$ cat config.mk
export PLATFORM = sky130hd
export DESIGN_NAME = tour_sequencer
export DESIGN_NICKNAME = d
export VERILOG_FILES = /design/src/rtl/tour_sequencer.sv
export SDC_FILE = /design/constraint.sdc
export NUM_CORES = 1
export LEC_CHECK = 0
export CELL_PAD_IN_SITES_DETAIL_PLACEMENT = 2
export CELL_PAD_IN_SITES_GLOBAL_PLACEMENT = 2
export CORE_ASPECT_RATIO = 1.2
export CORE_MARGIN = 2
export CORE_UTILIZATION = 31
export DETAILED_ROUTE_END_ITERATION = 16
export PLACE_DENSITY = 0.85
export SYNTH_ARGS = -nofsm -noshare
export SYNTH_HDL_FRONTEND = slang
export SYNTH_SLANG_ARGS = --single-unit
$ cat constraint.sdc
create_clock -name clk -period 2.8 [get_ports clk]
set_input_delay 0.42 -clock clk [delete_from_list [all_inputs] [get_ports clk]]
set_output_delay 0.42 -clock clk [all_outputs]
set_load 0.01 [all_outputs]
$ cat src/rtl/tour_sequencer.sv
// rtl/tour_sequencer.sv - knight's-tour replay sequencer between the solver and the command processor
//
// Purpose:
//   Launches the tour solver, waits for it to finish (with a timeout), then
//   replays moves 0..NUM_MOVES-1. Each one-hot move becomes a vertical
//   command followed by a horizontal command. Each command goes to the
//   command processor through a valid/ack/response handshake.
//
// Ports:
//   clk          single clock, rising edge
//   rst          synchronous active-high reset
//   start        one-cycle tour request, honoured in IDLE/DONE/ERR only
//   x_start      start column for the solver
//   y_start      start row for the solver
//   tour_go      one-cycle solver launch pulse
//   tour_done    solver finished, sampled only while solving
//   indx         move index presented to the solver
//   move         one-hot move at indx (combinational from indx)
//   cmd          command word, stable while cmd_vld=1
//   cmd_vld      command valid
//   cmd_ack      consumer accepted cmd
//   resp_done    consumer finished the accepted cmd
//   busy         sequencer active (not IDLE/DONE/ERR)
//   tour_cmplt   all moves replayed
//   err_timeout  sticky: solver never reported done
//   err_move     sticky: move was not exactly one-hot
module tour_sequencer #(
  parameter int NUM_MOVES = 24,
  parameter int TIMEOUT   = 8000000
) (
  input  logic        clk,
  input  logic        rst,
  input  logic        start,
  input  logic [2:0]  x_start,
  input  logic [2:0]  y_start,
  output logic        tour_go,
  input  logic        tour_done,
  output logic [4:0]  indx,
  input  logic [7:0]  move,
  output logic [15:0] cmd,
  output logic        cmd_vld,
  input  logic        cmd_ack,
  input  logic        resp_done,
  output logic        busy,
  output logic        tour_cmplt,
  output logic        err_timeout,
  output logic        err_move
);

  localparam int CW = $clog2(TIMEOUT + 1);

  localparam logic [3:0] OP_MOVE    = 4'h2;
  localparam logic [3:0] OP_FANFARE = 4'h3;
  localparam logic [7:0] HDG_N      = 8'h00;
  localparam logic [7:0] HDG_W      = 8'h3F;
  localparam logic [7:0] HDG_S      = 8'h7F;
  localparam logic [7:0] HDG_E      = 8'hBF;

  typedef enum logic [3:0] {
    S_IDLE,
    S_SOLVE,
    S_VI,
    S_VA,
    S_VR,
    S_HI,
    S_HA,
    S_HR,
    S_NEXT,
    S_DONE,
    S_ERR
  } state_t;

  state_t          state, state_n;
  logic            go_n;
  logic [4:0]      indx_n;
  logic [15:0]     cmd_n;
  logic            vld_n;
  logic [15:0]     hcmd, hcmd_n;
  logic [CW-1:0]   cnt, cnt_n;
  logic            err_timeout_n, err_move_n;

  logic            mv_ok;
  logic [15:0]     mv_vert, mv_horz;

  // The start square goes straight to the solver alongside tour_go; this
  // block only forwards the launch pulse.
  logic unused_start_sq;
  assign unused_start_sq = ^{x_start, y_start};

  // Move decode. Any pattern that is not a single set bit lands in default
  // and is reported as a bad move.
  always_comb begin
    mv_ok   = 1'b1;
    mv_vert = 16'h0000;
    mv_horz = 16'h0000;
    case (move)
      8'h01: begin mv_vert = {OP_MOVE, HDG_N, 4'd2}; mv_horz = {OP_FANFARE, HDG_E, 4'd1}; end
      8'h02: begin mv_vert = {OP_MOVE, HDG_N, 4'd2}; mv_horz = {OP_FANFARE, HDG_W, 4'd1}; end
      8'h04: begin mv_vert = {OP_MOVE, HDG_N, 4'd1}; mv_horz = {OP_FANFARE, HDG_W, 4'd2}; end
      8'h08: begin mv_vert = {OP_MOVE, HDG_S, 4'd1}; mv_horz = {OP_FANFARE, HDG_W, 4'd2}; end
      8'h10: begin mv_vert = {OP_MOVE, HDG_S, 4'd2}; mv_horz = {OP_FANFARE, HDG_W, 4'd1}; end
      8'h20: begin mv_vert = {OP_MOVE, HDG_S, 4'd2}; mv_horz = {OP_FANFARE, HDG_E, 4'd1}; end
      8'h40: begin mv_vert = {OP_MOVE, HDG_S, 4'd1}; mv_horz = {OP_FANFARE, HDG_E, 4'd2}; end
      8'h80: begin mv_vert = {OP_MOVE, HDG_N, 4'd1}; mv_horz = {OP_FANFARE, HDG_E, 4'd2}; end
      default: mv_ok = 1'b0;
    endcase
  end

  always_comb begin
    state_n       = state;
    go_n          = 1'b0;
    indx_n        = indx;
    cmd_n         = cmd;
    vld_n         = cmd_vld;
    hcmd_n        = hcmd;
    cnt_n         = cnt;
    err_timeout_n = err_timeout;
    err_move_n    = err_move;

    case (state)
      S_IDLE: begin
        if (start) begin
          state_n = S_SOLVE;
          go_n    = 1'b1;
          cnt_n   = '0;
        end
      end
      S_SOLVE: begin
        // A done seen on the last allowed cycle still wins over the timeout.
        if (tour_done) begin
          indx_n  = 5'd0;
          state_n = S_VI;
        end else if (cnt == CW'(TIMEOUT - 1)) begin
          err_timeout_n = 1'b1;
          state_n       = S_ERR;
        end else begin
          cnt_n = cnt + 1'b1;
        end
      end
      S_VI: begin
        if (!mv_ok) begin
          err_move_n = 1'b1;
          vld_n      = 1'b0;
          state_n    = S_ERR;
        end else begin
          // The horizontal half is captured now so the second command does
          // not depend on the solver still driving the same move later.
          cmd_n   = mv_vert;
          hcmd_n  = mv_horz;
          vld_n   = 1'b1;
          state_n = S_VA;
        end
      end
      S_VA: begin
        if (cmd_ack) begin
          vld_n   = 1'b0;
          state_n = S_VR;
        end
      end
      S_VR: begin
        if (resp_done) state_n = S_HI;
      end
      S_HI: begin
        cmd_n   = hcmd;
        vld_n   = 1'b1;
        state_n = S_HA;
      end
      S_HA: begin
        if (cmd_ack) begin
          vld_n   = 1'b0;
          state_n = S_HR;
        end
      end
      S_HR: begin
        if (resp_done) state_n = S_NEXT;
      end
      S_NEXT: begin
        if (indx == 5'(NUM_MOVES - 1)) begin
          state_n = S_DONE;
        end else begin
          indx_n  = indx + 5'd1;
          state_n = S_VI;
        end
      end
      S_DONE: begin
        if (start) begin
          state_n = S_SOLVE;
          go_n    = 1'b1;
          cnt_n   = '0;
        end
      end
      S_ERR: begin
        vld_n = 1'b0;
        if (start) begin
          err_timeout_n = 1'b0;
          err_move_n    = 1'b0;
          state_n       = S_SOLVE;
          go_n          = 1'b1;
          cnt_n         = '0;
        end
      end
      default: begin
        vld_n   = 1'b0;
        state_n = S_IDLE;
      end
    endcase
  end

  always_ff @(posedge clk) begin
    if (rst) begin
      state       <= S_IDLE;
      tour_go     <= 1'b0;
      indx        <= 5'd0;
      cmd         <= 16'h0000;
      cmd_vld     <= 1'b0;
      hcmd        <= 16'h0000;
      cnt         <= '0;
      err_timeout <= 1'b0;
      err_move    <= 1'b0;
    end else begin
      state       <= state_n;
      tour_go     <= go_n;
      indx        <= indx_n;
      cmd         <= cmd_n;
      cmd_vld     <= vld_n;
      hcmd        <= hcmd_n;
      cnt         <= cnt_n;
      err_timeout <= err_timeout_n;
      err_move    <= err_move_n;
    end
  end

  assign busy       = (state != S_IDLE) && (state != S_DONE) && (state != S_ERR);
  assign tour_cmplt = (state == S_DONE);

endmodule

==> run_results.csv <==
group,metric,value,unit
place,place_area,3170,sq um
drt,dr.pass1.iters,4,
yosys,synth_edf_count,0,
clock_network,cts_setup_buffers,0,
pwr,vdd_drop_max,0.199,mV
worst_setup_path,slowest_stage,"dfxtp_1",
floorplanning,io_pins,47,
worst_setup_path,crit_family,"flip-flops",
sta,final_hold_viol_count,0,
clock_network,cts_tree,"yes",
grt,grt_util_all_layers,18.6,%
grt,grt_max_degree,18,
clock_network,post_cts_resized,0,
clock_network,ctsHoldBuffers,0,
yosys,synth-seq-cells,47,
yosys,synth_top_cell_area_share,34.6,%
clock_network,numCtsBuffers,5,
worst_setup_path,path_cells,"nor2_1 > a31oi_1 > clkdlybuf4s50_1",
sta,setup_tns,0,ns
pwr,power.internal,1.20,mW
yosys,synth-main-ff-cell,"dfxtp_1",
place,hpwl,6240,um
yosys,netlist_area,2720,sq um
grt,grt_pass1_wl,14000,um
sta,maxSlewHeadroom,56.4,%
grt,overflow,0,
worst_setup_path,crit_required,2.38,ns
clock_network,clock_sinks,47,
pwr,p_leak,1.02,nW
sta,rsz0062_at_grt,"false",
floorplanning,start_util,31.8,%
drt,post_drt_wl_per_cell,17.6,um
place,finalWeightedCongestion,0.764,
clock_network,clk_pin_slew,0.09,ns
yosys,synthArstFlopShare,0,%
finish,area_growth,20.0,%
drt,drtIter0Drc,53,
pwr,power.density,608,nW/um^2
status,status,"completed",
yosys,synth_seq_area_share,34.6,%
worst_setup_path,cp_slowest_stage_delay,0.65,ns
floorplanning,die_area,9540,sq um
drt,dr_total_vias,2578,
sta,min_period,2.58,ns
floorplanning,fp.dieW,89.5,um
sta,finClkSkew,0.00545,ns
drt,ant_nets,0,
drt,routed_wl,8460,um
pwr,clockPowerShare,21.0,%
pwr,swShare,39.6,%
worst_setup_path,critPathBufInv,1,
sta,clock.fmax,388,MHz
worst_setup_path,cp-end-kind,"output port",
drt,via_per_inst,5.36,
grt,grt_pass1_vias,2813,
sta,finalSetupViolations,0,
clock_network,clk_latency,0.31,ns
sta,drv_slew,0,
finish,drive_above_1_share,9.07,%
worst_hold_path,holdCritPathClass,"reg -> reg",
finish,nNetsFinal,385,
pwr,comb_power_share,38.5,%
yosys,synth_largest_area_cell,"dfxtp_1",
sta,layout_worst_path_cycle_share,92.1,%
yosys,synth_area_leaders,"dfxtp_1 (35%), xnor2_1 (6.8%), nor2_1 (5.9%)",
clock_network,ctsLongestPathBuffers,2,
floorplanning,fp.dieH,107,um
yosys,syn_inst,334,
sta,tightest_slew,0.648,ns
yosys,ys_types,56,
clock_network,cts-root-buf,"clkbuf_8",
drt,drc_errors,0,
finish,antenna_cells,0,
worst_setup_path,critPathKind,"reg -> out",
grt,antenna_found_initial,0,
worst_setup_path,critPathMaxFanout,14,
job,cap_viol_max_count,0,
yosys,ys_warn_count,0,
finish,postLayoutCellArea,3260,sq um
clock_network,cts_htree_levels,2,
pwr,p_sw,0.785,mW
worst_setup_path,cp.arrival,2.16,ns
yosys,syn_avg_cell_area,8.14,sq um
floorplanning,rows,37,
place,port_buffers,36,
floorplanning,core_area,8560,sq um
worst_setup_path,startpoint_type,"flip-flop",
pwr,power_frac_seq,40.6,%
synth_stat cells (3+ instances only):
| cell type | number |
|---|---|
| inv_1 | 10 |
| nor3_1 | 6 |
| nor2_1 | 43 |
| nand3b_1 | 4 |
| dfxtp_1 | 47 |
| nand4_1 | 9 |
| xnor2_1 | 21 |
| nand2_1 | 23 |
| a311oi_1 | 3 |
| and2_1 | 3 |
| o21ai_0 | 11 |
| xor2_1 | 6 |
| o22ai_1 | 3 |
| nand4b_1 | 5 |
| a211oi_1 | 12 |
| and4_1 | 4 |
| buf_4 | 9 |
| nor4_1 | 5 |
| a21oi_1 | 23 |
| a31oi_1 | 3 |
| buf_2 | 3 |
| nand2b_1 | 7 |
| clkbuf_1 | 16 |
| nand3_1 | 13 |
| a2111oi_2 | 5 |
| nor4b_1 | 6 |
state kept, by name (all words and copies together), names as in the netlist:
name / flops
cmd: 7
cmd_vld: 1
cnt: 23
err_move: 1
err_timeout: 1
hcmd: 4
indx: 5
state: 4
tour_go: 1
layer usage:
metal	track usage (%)	routed length [um]
met2	34.2	4680
met1	21.8	3450
met4	6.08	151
met5	0	0
met3	2.23	175
through the flow:
stage          power [mW]  std cells  utilization, %  setup slack [ns]  hold slack (ns)
2_1_floorplan        1.30        337               -             0.773            0.432
3_3_place_gp         1.52        473            37.1             0.328            0.438
3_5_place_dp         1.57        473            37.1             0.147            0.454
4_1_cts              1.99        481            38.0             0.214            0.468
5_1_grt              2.11        481            38.1            0.0145            0.504
6_report             1.98        481            38.1             0.220            0.467
layout by cell type (no fill, tap or decap), drive strengths merged, types with 5 or more instances in the layout:
master	n
nor2	43
a2111oi	5
nand4	10
dfxtp	47
nor3	6
xnor2	21
nor4b	6
nand4b	5
clkdlybuf4s50	36
inv	10
nor4	6
a211oi	13
nand2	23
o21ai	13
buf	14
a21oi	23
xor2	6
clkbuf	7
nand3	13
nand2b	7
cells by family after synthesis:
group,after synthesis,synth area share [%]
adder cells (fa/ha/maj),2,0.920
flip-flops,47,34.6
multiplexers,3,1.15
AO/OA/AOI/OAI,73,18.9
XOR/XNOR,27,8.69
other,1,0.138
buffers and inverters,41,7.59
AND/OR/NAND/NOR,140,28.0
worst register-to-register path, delay by kind of cell (launching register included):
| kind | cells | cell delay [ns] |
|---|---|---|
| AO/OA/AOI/OAI | 3 | 0.82 |
| flip-flops | 1 | 0.42 |
| AND/OR/NAND/NOR | 3 | 1.03 |
| buffers and inverters | 1 | 0.23 |
power by group through the flow:
stage,combinational (mW),sequential (mW),clock (mW)
5_1_grt,0.844,0.815,0.451
3_5_place_dp,0.752,0.816,0
6_report,0.763,0.805,0.416
3_3_place_gp,0.712,0.811,0
2_1_floorplan,0.513,0.783,0
4_1_cts,0.763,0.804,0.426
layout make-up:
class | count | area, sq um
well taps | 117 | 146
repair buffers | 50 | 465
clock buffers | 7 | 76.3
flip-flops and latches | 47 | 941
inverters | 10 | 37.5
multi-input cells | 249 | 1590
clock inverters | 1 | 5.00
fillers | 988 | 5300
worst paths after layout:
path | end | startpoint | depth (start not counted) | slack [ns]
setup / recovery | busy | state[1]$_SDFFE_PP0P_ | 3 | 0.22
hold / removal | cmd[11]$_SDFFE_PP0P_ | hcmd[11]$_SDFFE_PP0P_ | 2 | 0.47
hold reg to reg | cmd[11]$_SDFFE_PP0P_ | hcmd[11]$_SDFFE_PP0P_ | 2 | 0.47
setup reg to reg | state[1]$_SDFFE_PP0P_ | cnt[12]$_SDFFE_PP0P_ | 7 | 0.23
No activity file was read; power rests on OpenSTA's default activity.
